===== config.mk =====
export PLATFORM = sky130hd
export DESIGN_NAME = sap_output_display_flat
export DESIGN_NICKNAME = d
export VERILOG_FILES = /design/src/rtl/sap_display_pkg.sv /design/src/rtl/sap_output_display_if.sv /design/src/rtl/sap_bin2bcd.sv /design/src/rtl/sap_output_display.sv /design/src/flat_wrapper.sv
export SDC_FILE = /design/constraint.sdc
export NUM_CORES = 1
export LEC_CHECK = 0
export CAP_MARGIN = 5
export CORE_MARGIN = 4
export CORE_UTILIZATION = 56
export CTS_BUF_LIST = sky130_fd_sc_hd__clkbuf_2
export DETAILED_ROUTE_END_ITERATION = 8
export PLACE_DENSITY = 0.78
export SLEW_MARGIN = 20
export SYNTH_ARGS = -nofsm -noshare
export SYNTH_HDL_FRONTEND = slang
export SYNTH_SLANG_ARGS = --single-unit
export TNS_END_PERCENT = 10

===== constraint.sdc =====
create_clock -name clock -period 3.16 [get_ports clock]
set_clock_uncertainty 0.1 [all_clocks]
set_input_delay 0.948 -clock clock [delete_from_list [all_inputs] [get_ports clock]]
set_output_delay 0.948 -clock clock [all_outputs]
set_load 0.02 [all_outputs]

===== src/rtl/sap_display_pkg.sv =====
// Shared types and seven-segment constants for the SAP-1 output display.
// Segment bit order throughout is {a,b,c,d,e,f,g}, lit = 1.
package sap_display_pkg;

  typedef enum logic [1:0] {IDLE, CONVERT, DONE} state_e;

  typedef logic [1:0] digit_idx_t;

  localparam logic [6:0] SEG_0     = 7'b1111110;
  localparam logic [6:0] SEG_1     = 7'b0110000;
  localparam logic [6:0] SEG_2     = 7'b1101101;
  localparam logic [6:0] SEG_3     = 7'b1111001;
  localparam logic [6:0] SEG_4     = 7'b0110011;
  localparam logic [6:0] SEG_5     = 7'b1011011;
  localparam logic [6:0] SEG_6     = 7'b1011111;
  localparam logic [6:0] SEG_7     = 7'b1110000;
  localparam logic [6:0] SEG_8     = 7'b1111111;
  localparam logic [6:0] SEG_9     = 7'b1111011;
  localparam logic [6:0] SEG_MINUS = 7'b0000001;
  localparam logic [6:0] SEG_BLANK = 7'b0000000;

  function automatic logic [6:0] seg_of(input logic [3:0] d);
    case (d)
      4'd0:    return SEG_0;
      4'd1:    return SEG_1;
      4'd2:    return SEG_2;
      4'd3:    return SEG_3;
      4'd4:    return SEG_4;
      4'd5:    return SEG_5;
      4'd6:    return SEG_6;
      4'd7:    return SEG_7;
      4'd8:    return SEG_8;
      4'd9:    return SEG_9;
      default: return SEG_BLANK;
    endcase
  endfunction

endpackage


===== src/rtl/sap_output_display_if.sv =====
// W-bus load port and display outputs of the SAP-1 output stage.
interface sap_output_display_if;
  logic [7:0] w_bus;
  logic       load_out;
  logic [6:0] seg;
  logic [3:0] an;
  logic       busy;
  logic       value_valid;

  modport master (output w_bus, load_out, input seg, an, busy, value_valid);
  modport slave  (input w_bus, load_out, output seg, an, busy, value_valid);
endinterface


===== src/rtl/sap_bin2bcd.sv =====
// Sequential 8-step double-dabble: start loads bin, then one shift per cycle.
// done is high during the cycle whose edge performs the final shift.
module sap_bin2bcd (
  input  logic       clock,
  input  logic       reset,
  input  logic       start,
  input  logic [7:0] bin,
  output logic       done,
  output logic [3:0] hundreds,
  output logic [3:0] tens,
  output logic [3:0] units
);
  import sap_display_pkg::*;

  logic [7:0]  bin_q, bin_d;
  logic [11:0] bcd_q, bcd_d, adj;
  logic [2:0]  step_q, step_d;
  logic        run_q, run_d;

  function automatic logic [3:0] add3(input logic [3:0] n);
    return (n >= 4'd5) ? n + 4'd3 : n;
  endfunction

  always_comb begin
    bin_d  = bin_q;
    bcd_d  = bcd_q;
    step_d = step_q;
    run_d  = run_q;
    adj    = {add3(bcd_q[11:8]), add3(bcd_q[7:4]), add3(bcd_q[3:0])};
    if (start) begin
      bin_d  = bin;
      bcd_d  = '0;
      step_d = '0;
      run_d  = 1'b1;
    end else if (run_q) begin
      {bcd_d, bin_d} = {adj[10:0], bin_q, 1'b0};
      step_d         = step_q + 3'd1;
      if (step_q == 3'd7) run_d = 1'b0;
    end
  end

  always_ff @(posedge clock or posedge reset) begin
    if (reset) begin
      bin_q  <= '0;
      bcd_q  <= '0;
      step_q <= '0;
      run_q  <= 1'b0;
    end else begin
      bin_q  <= bin_d;
      bcd_q  <= bcd_d;
      step_q <= step_d;
      run_q  <= run_d;
    end
  end

  assign done     = run_q && (step_q == 3'd7);
  assign hundreds = bcd_q[11:8];
  assign tens     = bcd_q[7:4];
  assign units    = bcd_q[3:0];

endmodule


===== src/rtl/sap_output_display.sv =====
// SAP-1 output register consumer: capture on load_out low, BCD convert, scan 4 digits.
// Define SAP_SIGNED_DISPLAY_EN to show bytes as two's complement with a '-' sign digit.
module sap_output_display #(
  parameter int REFRESH_DIV    = 50000,
  parameter bit SEG_ACTIVE_LOW = 1'b1
) (
  input logic                 clock,
  input logic                 reset,
  sap_output_display_if.slave bus
);
  import sap_display_pkg::*;

  localparam int CW = (REFRESH_DIV > 2) ? $clog2(REFRESH_DIV) : 1;

  state_e      state_q, state_d;
  logic        pend_q, pend_d;
  logic [7:0]  pend_byte_q, pend_byte_d;
  logic        busy_q, busy_d;
  logic        vv_q, vv_d;
  logic [3:0]  hun_q, hun_d, ten_q, ten_d, uni_q, uni_d;
  logic        blank_h_q, blank_h_d, blank_t_q, blank_t_d;
  logic [CW-1:0] cnt_q, cnt_d;
  digit_idx_t  idx_q, idx_d;
  logic [6:0]  seg_q, seg_d, seg_raw;
  logic [3:0]  an_q, an_d, an_raw;
  logic        show, sign_on;

  logic        load, start, core_done;
  logic [7:0]  start_byte, core_bin;
  logic [3:0]  core_h, core_t, core_u;

`ifdef SAP_SIGNED_DISPLAY_EN
  logic neg_cap_q, neg_cap_d, neg_q, neg_d;
  assign core_bin = start_byte[7] ? (~start_byte + 8'd1) : start_byte;
  assign sign_on  = neg_q;
`else
  assign core_bin = start_byte;
  assign sign_on  = 1'b0;
`endif

  assign load = !bus.load_out;

  sap_bin2bcd u_bcd (
    .clock    (clock),
    .reset    (reset),
    .start    (start),
    .bin      (core_bin),
    .done     (core_done),
    .hundreds (core_h),
    .tens     (core_t),
    .units    (core_u)
  );

  always_comb begin
    state_d     = state_q;
    pend_d      = pend_q;
    pend_byte_d = pend_byte_q;
    busy_d      = busy_q;
    vv_d        = vv_q;
    hun_d       = hun_q;
    ten_d       = ten_q;
    uni_d       = uni_q;
    blank_h_d   = blank_h_q;
    blank_t_d   = blank_t_q;
    start       = 1'b0;
    start_byte  = bus.w_bus;
`ifdef SAP_SIGNED_DISPLAY_EN
    neg_d       = neg_q;
`endif
    case (state_q)
      IDLE: begin
        // A fresh load beats a leftover pending byte: it is the newer value.
        if (load || pend_q) begin
          start      = 1'b1;
          start_byte = load ? bus.w_bus : pend_byte_q;
          pend_d     = 1'b0;
          busy_d     = 1'b1;
          state_d    = CONVERT;
        end
      end
      CONVERT: begin
        if (load) begin
          pend_d      = 1'b1;
          pend_byte_d = bus.w_bus;
        end
        if (core_done) state_d = DONE;
      end
      DONE: begin
        hun_d     = core_h;
        ten_d     = core_t;
        uni_d     = core_u;
        blank_h_d = (core_h == 4'd0);
        blank_t_d = (core_h == 4'd0) && (core_t == 4'd0);
        vv_d      = 1'b1;
`ifdef SAP_SIGNED_DISPLAY_EN
        neg_d     = neg_cap_q;
`endif
        if (pend_q) begin
          start      = 1'b1;
          start_byte = pend_byte_q;
          pend_d     = 1'b0;
          state_d    = CONVERT;
        end else begin
          state_d    = IDLE;
        end
        busy_d = pend_q || load;
        if (load) begin
          pend_d      = 1'b1;
          pend_byte_d = bus.w_bus;
        end
      end
      default: state_d = IDLE;
    endcase
  end

`ifdef SAP_SIGNED_DISPLAY_EN
  assign neg_cap_d = start ? start_byte[7] : neg_cap_q;
`endif

  // Scan: the digit shown this cycle is registered, so outputs lag idx by one clock.
  always_comb begin
    cnt_d = (cnt_q == CW'(REFRESH_DIV - 1)) ? '0 : cnt_q + 1'b1;
    idx_d = (cnt_q == CW'(REFRESH_DIV - 1)) ? idx_q + 2'd1 : idx_q;
    case (idx_q)
      2'd0:    begin seg_raw = seg_of(uni_q); show = 1'b1;       end
      2'd1:    begin seg_raw = seg_of(ten_q); show = !blank_t_q; end
      2'd2:    begin seg_raw = seg_of(hun_q); show = !blank_h_q; end
      default: begin seg_raw = SEG_MINUS;     show = sign_on;    end
    endcase
    show   = show && vv_q;
    an_raw = show ? (4'b0001 << idx_q) : 4'b0000;
    if (!show) seg_raw = SEG_BLANK;
    seg_d  = SEG_ACTIVE_LOW ? ~seg_raw : seg_raw;
    an_d   = SEG_ACTIVE_LOW ? ~an_raw : an_raw;
  end

  always_ff @(posedge clock or posedge reset) begin
    if (reset) begin
      state_q     <= IDLE;
      pend_q      <= 1'b0;
      pend_byte_q <= '0;
      busy_q      <= 1'b0;
      vv_q        <= 1'b0;
      hun_q       <= '0;
      ten_q       <= '0;
      uni_q       <= '0;
      blank_h_q   <= 1'b1;
      blank_t_q   <= 1'b1;
      cnt_q       <= '0;
      idx_q       <= '0;
      seg_q       <= {7{SEG_ACTIVE_LOW}};
      an_q        <= {4{SEG_ACTIVE_LOW}};
`ifdef SAP_SIGNED_DISPLAY_EN
      neg_cap_q   <= 1'b0;
      neg_q       <= 1'b0;
`endif
    end else begin
      state_q     <= state_d;
      pend_q      <= pend_d;
      pend_byte_q <= pend_byte_d;
      busy_q      <= busy_d;
      vv_q        <= vv_d;
      hun_q       <= hun_d;
      ten_q       <= ten_d;
      uni_q       <= uni_d;
      blank_h_q   <= blank_h_d;
      blank_t_q   <= blank_t_d;
      cnt_q       <= cnt_d;
      idx_q       <= idx_d;
      seg_q       <= seg_d;
      an_q        <= an_d;
`ifdef SAP_SIGNED_DISPLAY_EN
      neg_cap_q   <= neg_cap_d;
      neg_q       <= neg_d;
`endif
    end
  end

  assign bus.seg         = seg_q;
  assign bus.an          = an_q;
  assign bus.busy        = busy_q;
  assign bus.value_valid = vv_q;

endmodule


===== src/flat_wrapper.sv =====
// flat-port wrapper written by rule: the top's interface ports become plain ports
module sap_output_display_flat import sap_display_pkg::*;
#(
  parameter int REFRESH_DIV    = 50000,
  parameter bit SEG_ACTIVE_LOW = 1'b1
)
  (clock, reset, bus_w_bus, bus_load_out, bus_seg, bus_an, bus_busy, bus_value_valid);
  sap_output_display_if bus_i ();
  input logic clock;
  input logic reset;
  input wire logic [$bits(bus_i.w_bus)-1:0] bus_w_bus;
  input wire logic [$bits(bus_i.load_out)-1:0] bus_load_out;
  output wire logic [$bits(bus_i.seg)-1:0] bus_seg;
  output wire logic [$bits(bus_i.an)-1:0] bus_an;
  output wire logic [$bits(bus_i.busy)-1:0] bus_busy;
  output wire logic [$bits(bus_i.value_valid)-1:0] bus_value_valid;
  assign bus_i.w_bus = bus_w_bus;
  assign bus_i.load_out = bus_load_out;
  assign bus_seg = bus_i.seg;
  assign bus_an = bus_i.an;
  assign bus_busy = bus_i.busy;
  assign bus_value_valid = bus_i.value_valid;
  sap_output_display #(.REFRESH_DIV(REFRESH_DIV), .SEG_ACTIVE_LOW(SEG_ACTIVE_LOW)) u_core (.clock(clock), .reset(reset), .bus(bus_i));
endmodule

Yosys cells after proc, flatten, opt, wreduce, memory -nomap -nowiden
Memory sizes are Yosys's and may differ from the RTL's.
Index checks and enable logic that the tools add are counted.
{ "word_totals": {"ff_bits": 80, "romBits": 336, "input_bits": 11, "output_inout_bits": 13, "n_memories": 3} }
{ "mem_list": {"columns": ["memory", "depth", "word_bits", "read_ports", "rd_clocked_by_memory_dff", "write_ports", "line", "text"], "rows": [
  ["(no name shown)", 16, 7, 1, 0, 0, "sap_display_pkg.sv:23", "case (d)"],
  ["(no name shown)", 16, 7, 1, 0, 0, "sap_display_pkg.sv:23", null],
  ["(no name shown)", 16, 7, 1, 0, 0, "sap_display_pkg.sv:23", null]
]} }
{ "op_classes": {"n_addsub": 6, "magnitude_cmp": 3, "n_eq_ne": 9, "shift": 1, "mux": 34, "bitwise_logic": 2, "n_reduce_logical": 18} }
{ "ops": {"columns": ["cell", "n"], "rows": [
  ["two-way mux 8 bit", 5],
  ["two-way mux 12 bit", 2],
  ["case mux 7 bit (3 select lines)", 1],
  ["adder 16 x 1 -> 16 bit, second input constant", 1],
  ["equality test 16 bit, second input constant", 1],
  ["two-way mux 16 bit", 1],
  ["case mux 8 bit (2 select lines)", 1],
  [">= comparator 4 x 3 -> 1 bit, second input constant", 3],
  ["two-way mux 4 bit", 3],
  ["two-way mux 1 bit", 10],
  ["two-way mux 3 bit", 3],
  ["adder 4 x 2 -> 4 bit, second input constant", 2],
  ["zero test 4 bit", 2],
  ["two-way mux 7 bit", 1],
  ["NOT 7 bit", 1],
  ["case mux 1 bit (3 select lines)", 2],
  ["case mux 2 bit (3 select lines)", 1],
  ["equality test 2 x 1 -> 1 bit, second input constant", 2],
  ["equality test 2 bit, second input constant", 2],
  ["zero test 2 bit", 2],
  ["two-way mux 2 bit", 2],
  ["inequality test 2 x 1 -> 1 bit, second input constant", 2],
  ["NOT 4 bit", 1],
  ["case mux 1 bit (2 select lines)", 2],
  ["other kinds (14)", 20]
]} }

Depth between registers and ports, before layout
Gate-level depths: netlist of run 1.
{ "depth": {"depth_word": 5, "ltp_mapped": 8, "mapped_depth_nobuf": 6} }

By module
Synthesis of run 1 repeated with hierarchy kept, for this count alone.
{ "unflattened": {"cells_unflattened": 445, "area_unflattened_um2": 4424.2} }
{ "by_module_without_submodules": {"columns": ["module", "n_inst", "cells_each", "area_each_um2", "seq_area_each_um2"], "rows": [
  ["sap_output_display", 1, 309, 3105.5, 1417.6],
  ["sap_bin2bcd", 1, 136, 1318.8, 600.6]
]} }

Least setup slack after synthesis of run 1
OpenSTA, ideal clock, no wires.
{ "synth_path": {"path_kind": "input-to-reg", "startpoint": "input bus_load_out", "endpoint": "register u_core.pend_byte_q[0]", "arrival_time_ns": 1.673, "required_time_ns": 2.935, "path_slack_ns": 1.262, "cell_stages": 3, "path_buffers": 1, "path_cell_list": "nor2b_1 clkbuf_1 mux2_2"} }
{ "synth_via": {"elab_chain_cells": 1} }
{ "synth_rtl": {"columns": ["element", "line", "text"], "rows": [
  ["start: declaration", "flat_wrapper.sv:12", "input wire logic [$bits(bus_i.load_out)-1:0] bus_load_out;"],
  ["two-way mux 8 bit", null, null],
  ["end signal: assignment", "sap_output_display.sv:160", "pend_byte_q <= pend_byte_d;"],
  ["end: declaration", "sap_output_display.sv:17", "logic [7:0] pend_byte_q, pend_byte_d;"]
]} }
Every way passes these cells.
A chain may end at the register's enable or synchronous reset.

Worst setup path in the final report of run 1
{ "layout_path": {"startpoint": "register u_core.an_q[2] (netlist: u_core.bus.an[2])", "endpoint": "output bus_an[2]"} }
{ "layout_rtl": {"columns": ["element", "line", "text"], "rows": [
  ["start: declaration", "sap_output_display.sv:25", "logic [3:0] an_q, an_d, an_raw;"],
  ["start signal: assignment", "sap_output_display.sv:152", "an_q <= {4{SEG_ACTIVE_LOW}};"],
  ["start signal: assignment", "sap_output_display.sv:171", "an_q <= an_d;"],
  ["end: declaration", "flat_wrapper.sv:14", "output wire logic [$bits(bus_i.an)-1:0] bus_an;"]
]} }
No word-level cell between the ends.

==> metrics.md, run 1 <==
| Metric | Value |
|---|---|
| Diodes inserted | 0 |
| Setup Buffers After CTS | 0 |
| Vias/cell | 5.61 |
| Leakage power | 2.11 nW |
| Outcome | completed |
| Die area | 9360 um2 |
| Setup CP Type | reg2out |
| # fillers | 671 |
| Clock Tree Root | clkbuf_2 |
| Rows | 32 |
| DRT iter0 DRCs | 169 |
| Met1 WL | 3840 um |
| Dpl ws | 0.322 ns |
| Routed length on met2 | 4040 um |
| Finish-stage setup viols | 0 |
| Syn Area/Cell | 9.86 um2 |
| DRC | 0 |
| Syn Nets | 492 |
| Top sig layer | met4 |
| Slowest-stage cell, CP | clkdlybuf4s50_1 |
| CTS resizes | 0 |
| CTS hold repair buffers | 0 |
| Htree depth | 3 |
| Synthesis-to-layout area growth | 9.22% |
| Yosys top cell by area | dfrtp_1 |
| Starting Density | 57.4% |
| Clock Path Buffers | 2 |
| Total Wirelength | 8280 um |
| Fmax | 0.369 GHz |
| EDFF count, synth | 0 |
| Post-Syn Instances | 447 |
| Reg2reg start | u_core.state_q[0] |
| Max FO, Critical Path | 1 |
| WL/cell | 14.5 um |
| Slew HR | 58.5% |
| Die Height | 96.7 um |
| Dominant cells by area after synthesis | dfrtp_1 38%, ha_1 9.6%, dfstp_2 7.7% |
| Setup WS post-layout | 0.451 ns |
| Largest net degree at the start of global routing | 60 |
| CTS tree | built |
| Post-synthesis compound-gate area fraction | 15.0% |
| Yosys warns | 0 |
| GR Overflow Total | 0 |
| Hold/Removal Path Class | reg2reg |
| Reg clk slew, reported paths | 0.21 ns |
| Nets@finish | 511 |
| Core area | 7690 um2 |
| Final Wtd Congestion | 0.862 |
| CP Launch Point | u_core.bus.an[2] |
| CP max stage delay | 0.59 ns |
| Peak supply drop | 0.404 mV |
| Yosys cell types | 53 |
| Vias in the first global route | 3215 |
| Post-Synth Simple-Gate Area | 17.1% |
| Clk_lat worst skew | 0.51 ns |
| Crit-path cells | clkdlybuf4s50_1 |
| Hold path cells | 1 |
| Final hold violation count | 0 |
| Antenna violations before repair | 0 |
| Hold path startpoint | u_core.cnt_q[15] |
| Main combinational cell family by area after synthesis | simple AND/OR/NAND/NOR gates |
| First-pass detailed-route iteration total | 4 |
| Worst R2R Path Depth | 6 |
| Levels on crit path | 1 |
| Share of layout cells above drive strength 1 | 11.5% |
| PwrDens | 771 nW/um2 |
| Worst setup SP type | flop |
| Synth Area in XOR/XNOR | 3.38% |
| CP Capture Type | output pin |
| Final ANT Viol Nets | 0 |
| Unrepaired setup endpoints after global routing | false |
| Critical Path RT | 2.11 ns |
| Yosys reg bits | 80 |
| Worst path bufs/invs | 1 |
| Hpwl dp | 6010 um |
| Post-synth top flop | dfrtp_1 |
| Critical Path AT | 1.66 ns |
| DP Cell Count | 557 |
| Measured slew at the worst slew-check pin | 0.617 ns |
| Pins Over Slew Limit | 0 |
| Seq/Total Area, Yosys | 45.8% |
| Clock sink total | 80 |
| Tmin final | 2.71 ns |
| Cts bufs inserted | 9 |
| Met3 routed WL | 254 um |
| Routed via count | 3213 |
| Adder-cell share of the synthesized area | 9.65% |
| Tcrit/Tclk final | 85.7% |
| Die Wd | 96.7 um |
| Max-Cap Viols | 0 |
| CP delay by family, top | buffers and inverters |
| Area share of the leading cell type in the synthesized netlist | 38.0% |
| Multiplexer share of the synthesized area | 4.46% |
| PortBufs | 23 |
| I/O Pins | 24 |
| Async SR Flop Fraction | 100% |
| Post-Syn Area | 4410 um2 |
| Final setup TNS | 0 ns |
| Cell Count, Final, Fillers Out | 573 |
| First-pass GRT wire length | 14600 um |
| GRT Util Overall | 18.6% |
[power by group]
part,switching [mW],internal [mW]
combinational,0.836,0.739
sequential,0.308,1.38
clock,0.353,0.100
[routing by layer]
layer | GRT usage (%) | vias to the layer above
met5 | 0 | -
met4 | 7.34 | 0
met3 | 2.38 | 14
met2 | 31.2 | 45
li1 | - | 1600
met1 | 24.5 | 1554
[stage by stage]
| step | hold slack [ns] | utilization, % | cell area (um2) | power, mW |
|---|---|---|---|---|
| floorplan | 0.338 | - | 4410 | 2.84 |
| global placement | 0.356 | 61.5 | 4730 | 3.20 |
| detailed placement | 0.362 | 61.5 | 4730 | 3.29 |
| CTS | 0.394 | 62.6 | 4820 | 3.74 |
| global route | 0.438 | 62.6 | 4820 | 4.05 |
| finish | 0.395 | 62.6 | 4820 | 3.71 |
[sequential cells by signal, indices dropped and copies added (netlist names), 2 cells and up]
register	flops
u_core.state_q	2
u_core.bus.an	4
u_core.u_bcd.bcd_q	12
u_core.ten_q	4
u_core.u_bcd.step_q	3
u_core.uni_q	4
u_core.u_bcd.bin_q	8
u_core.cnt_q	16
u_core.bus.seg	7
u_core.pend_byte_q	8
u_core.hun_q	4
u_core.idx_q	2
[placed cells by master (no fill, tap or decap), types with 12 or more instances in the layout]
| master | instances |
|---|---|
| nor2b_1 | 19 |
| o21ai_0 | 27 |
| nor2_1 | 23 |
| nand2_1 | 34 |
| inv_1 | 30 |
| a21oi_1 | 28 |
| mux2_2 | 13 |
| clkdlybuf4s50_1 | 23 |
| nand3_1 | 19 |
| dfrtp_1 | 67 |
| nand2b_1 | 12 |
| ha_1 | 34 |
| dfstp_2 | 13 |
[final timing paths]
kind | slack (ns) | end
max in group asynchronous | 1.62 | u_core.blank_h_q
setup / recovery | 0.45 | bus_an[2]
setup reg to reg | 0.91 | u_core.u_bcd.bin_q[4]
hold reg to reg | 0.39 | u_core.cnt_q[15]
min in group asynchronous | 0.63 | u_core.idx_q[0]
hold / removal | 0.39 | u_core.cnt_q[15]
[Yosys cell counts, types with 2 or more instances]
| cell | instances |
|---|---|
| nor2_1 | 23 |
| xnor2_1 | 8 |
| a21oi_1 | 28 |
| ha_1 | 34 |
| mux2_2 | 13 |
| buf_2 | 4 |
| a32oi_1 | 2 |
| a31o_2 | 2 |
| clkbuf_1 | 15 |
| and3_1 | 3 |
| nand3_1 | 19 |
| a211oi_1 | 10 |
| nor4_1 | 2 |
| or2_2 | 3 |
| and2_1 | 2 |
| a22oi_1 | 9 |
| nand2_1 | 34 |
| mux2i_1 | 5 |
| xor2_1 | 9 |
| or3_1 | 6 |
| a31oi_1 | 7 |
| dfrtp_1 | 67 |
| a41o_1 | 2 |
| nand2b_1 | 12 |
| nor2b_1 | 19 |
| nor3b_1 | 4 |
| dfstp_2 | 13 |
| a22o_1 | 3 |
| o21ai_0 | 27 |
| inv_1 | 31 |
| o22ai_1 | 5 |
| nor3_1 | 4 |
| nand4b_1 | 2 |
[cell type report]
class | instances | area (um2) | share of cell area, %
Multi-Input combinational cell | 316 | 2190 | 45.4
Sequential cell | 80 | 2020 | 41.9
Timing Repair Buffer | 28 | 280 | 5.82
Tap cell | 102 | 128 | 2.65
Inverter | 31 | 116 | 2.42
Clock buffer | 10 | 50.0 | 1.04
Clock inverter | 6 | 36.3 | 0.753
[kinds of logic (layout without fill, tap and decap cells)]
group | count (synthesis) | in the layout
and+or+nand+nor | 141 | 141
muxes | 18 | 18
AOI/OAI and AO/OA | 106 | 106
buffers and inverters | 51 | 75
DFF | 80 | 80
xor gates and xnor gates | 17 | 17
adders and majority gates | 34 | 34
(Power assumes the default switching activity.)
==> run 2, diff against run 1 <==
- ABC_CLOCK_PERIOD_IN_PS: default -> 3160
==> results of run 2 <==
Same layout as run 1: the final DEF is identical, and so are final timing and power.
==> run 3, diff against run 2 <==
- CORE_ASPECT_RATIO: default -> 0.6
==> metrics.md, run 3 (synthesis results as in run 1) <==
| Metric | Value |
|---|---|
| Outcome | completed |
| Final hold violation count | 0 |
| Worst R2R Path Depth | 7 |
| Core area | 7450 um2 |
| Final ANT Viol Nets | 0 |
| Largest registers | u_core.cnt_q x16, u_core.u_bcd.bcd_q x12 |
| CP delay by family, top | buffers and inverters |
| # fillers | 635 |
| Vias/cell | 5.61 |
| PortBufs | 23 |
| Clock Path Buffers | 2 |
| GRT Util Overall | 20.2% |
| Setup Buffers After CTS | 0 |
| Rows | 24 |
| Final Wtd Congestion | 0.869 |
| Peak supply drop | 0.456 mV |
| Hold_ws | 0.400 ns |
| Total Wirelength | 8670 um |
| Worst setup SP type | flop |
| Unrepaired setup endpoints after global routing | false |
| PwrDens | 773 nW/um2 |
| First-pass detailed-route iteration total | 6 |
| Pins Over Slew Limit | 0 |
| Max FFs per register | 16 |
| WL/cell | 15.0 um |
| Synthesis-to-layout area growth | 9.42% |
| GR Overflow Total | 0 |
| DP Cell Count | 561 |
| Fmax | 0.365 GHz |
| CTS hold repair buffers | 0 |
| Die area | 9400 um2 |
| I/O Pins | 24 |
| DRT iter0 DRCs | 296 |
| Cell Count, Final, Fillers Out | 577 |
| Setup CP Type | reg2out |
| Die Wd | 123 um |
| Crit-path cells | clkdlybuf4s50_1 |
| Levels on crit path | 1 |
| Finish-stage setup viols | 0 |
| Measured slew at the worst slew-check pin | 0.675 ns |
| Final setup TNS | 0 ns |
| DRC | 0 |
| Tmin final | 2.74 ns |
| Clock sink total | 80 |
| Hold/Removal Path Class | reg2reg |
| Biggest register | u_core.cnt_q |
| CP max stage delay | 0.59 ns |
| Routed via count | 3237 |
| Worst path bufs/invs | 1 |
| Max FO, Critical Path | 1 |
| Critical Path RT | 2.11 ns |
| First-pass GRT wire length | 15000 um |
| Htree depth | 3 |
| Diodes inserted | 0 |
| Slew HR | 54.6% |
| CTS tree | built |
| Max-Cap Viols | 0 |
| Hpwl dp | 6330 um |
| Most frequent cells in the layout | 67 x dfrtp_1, 34 x nand2_1, 34 x ha_1 |
| Leakage power | 2.12 nW |
| Vias in the first global route | 3156 |
| Share of layout cells above drive strength 1 | 11.4% |
| Clk_lat worst skew | 0.56 ns |
| Slowest-stage cell, CP | clkdlybuf4s50_1 |
| Hold path cells | 1 |
| Reg clk slew, reported paths | 0.18 ns |
| Antenna violations before repair | 0 |
| Clock Tree Root | clkbuf_2 |
| CTS resizes | 0 |
| CP Capture Type | output pin |
| Nets@finish | 513 |
| Most common cell after layout, fill and taps aside | dfrtp_1 |
| Die Height | 76.7 um |
| Cts bufs inserted | 9 |
| Critical Path AT | 1.69 ns |
| Tcrit/Tclk final | 86.7% |
| Largest net degree at the start of global routing | 31 |
| Starting Density | 59.2% |
[run 3: changes by cell type in the layout (fill, tap and decap cells not counted), sizes merged]
| cell | delta |
|---|---|
| buf | +2 |
| clkbuf | +3 |
| clkinv | +1 |
| clkinvlp | -3 |
| inv | -1 |
[run 3: area by class of cell]
| cell class | instances | area (um2) | area share [%] |
|---|---|---|---|
| tap | 104 | 130 | 2.70 |
| clock buffer | 13 | 65.1 | 1.35 |
| timing repair buffer | 30 | 295 | 6.12 |
| clock inverter | 3 | 11.3 | 0.233 |
| inverter | 31 | 118 | 2.44 |
| sequential | 80 | 2020 | 41.8 |
| multi-input combinational | 316 | 2190 | 45.3 |
[run 3: worst paths after layout]
check / start / endpoint / slack (ns)
setup / recovery: u_core.bus.seg[6] / bus_seg[6] / 0.42
hold / removal: u_core.cnt_q[0] / u_core.cnt_q[0] / 0.40
setup reg to reg: u_core.state_q[0] / u_core.u_bcd.bin_q[5] / 0.89
hold reg to reg: u_core.cnt_q[0] / u_core.cnt_q[0] / 0.40
max in group asynchronous: reset / u_core.bus.an[2] / 1.75
min in group asynchronous: reset / u_core.bus.busy / 0.57
[run 3: through the flow]
stage,worst slack (ns),area (um2),utilization (%),total power [mW]
after detailed placement,0.405,4750,63.8,3.30
after global placement,0.471,4750,63.8,3.22
after global routing,0.337,4820,64.8,4.08
after floorplan,0.0818,4410,-,2.84
after CTS,0.377,4820,64.8,3.74
final,0.422,4820,64.8,3.73
[run 3: layer usage]
layer / wire length, um / global-route usage, % / vias up
li1: - / - / 1604
met1: 4440 / 29.8 / 1532
met2: 3600 / 28.9 / 88
met3: 500 / 5.74 / 13
met4: 124 / 6.03 / 0
met5: 0 / 0 / -
[run 3: where the power goes]
group          switching [mW]  internal (mW)
Clock                   0.323          0.110
Combinational           0.857          0.743
Sequential              0.322           1.38
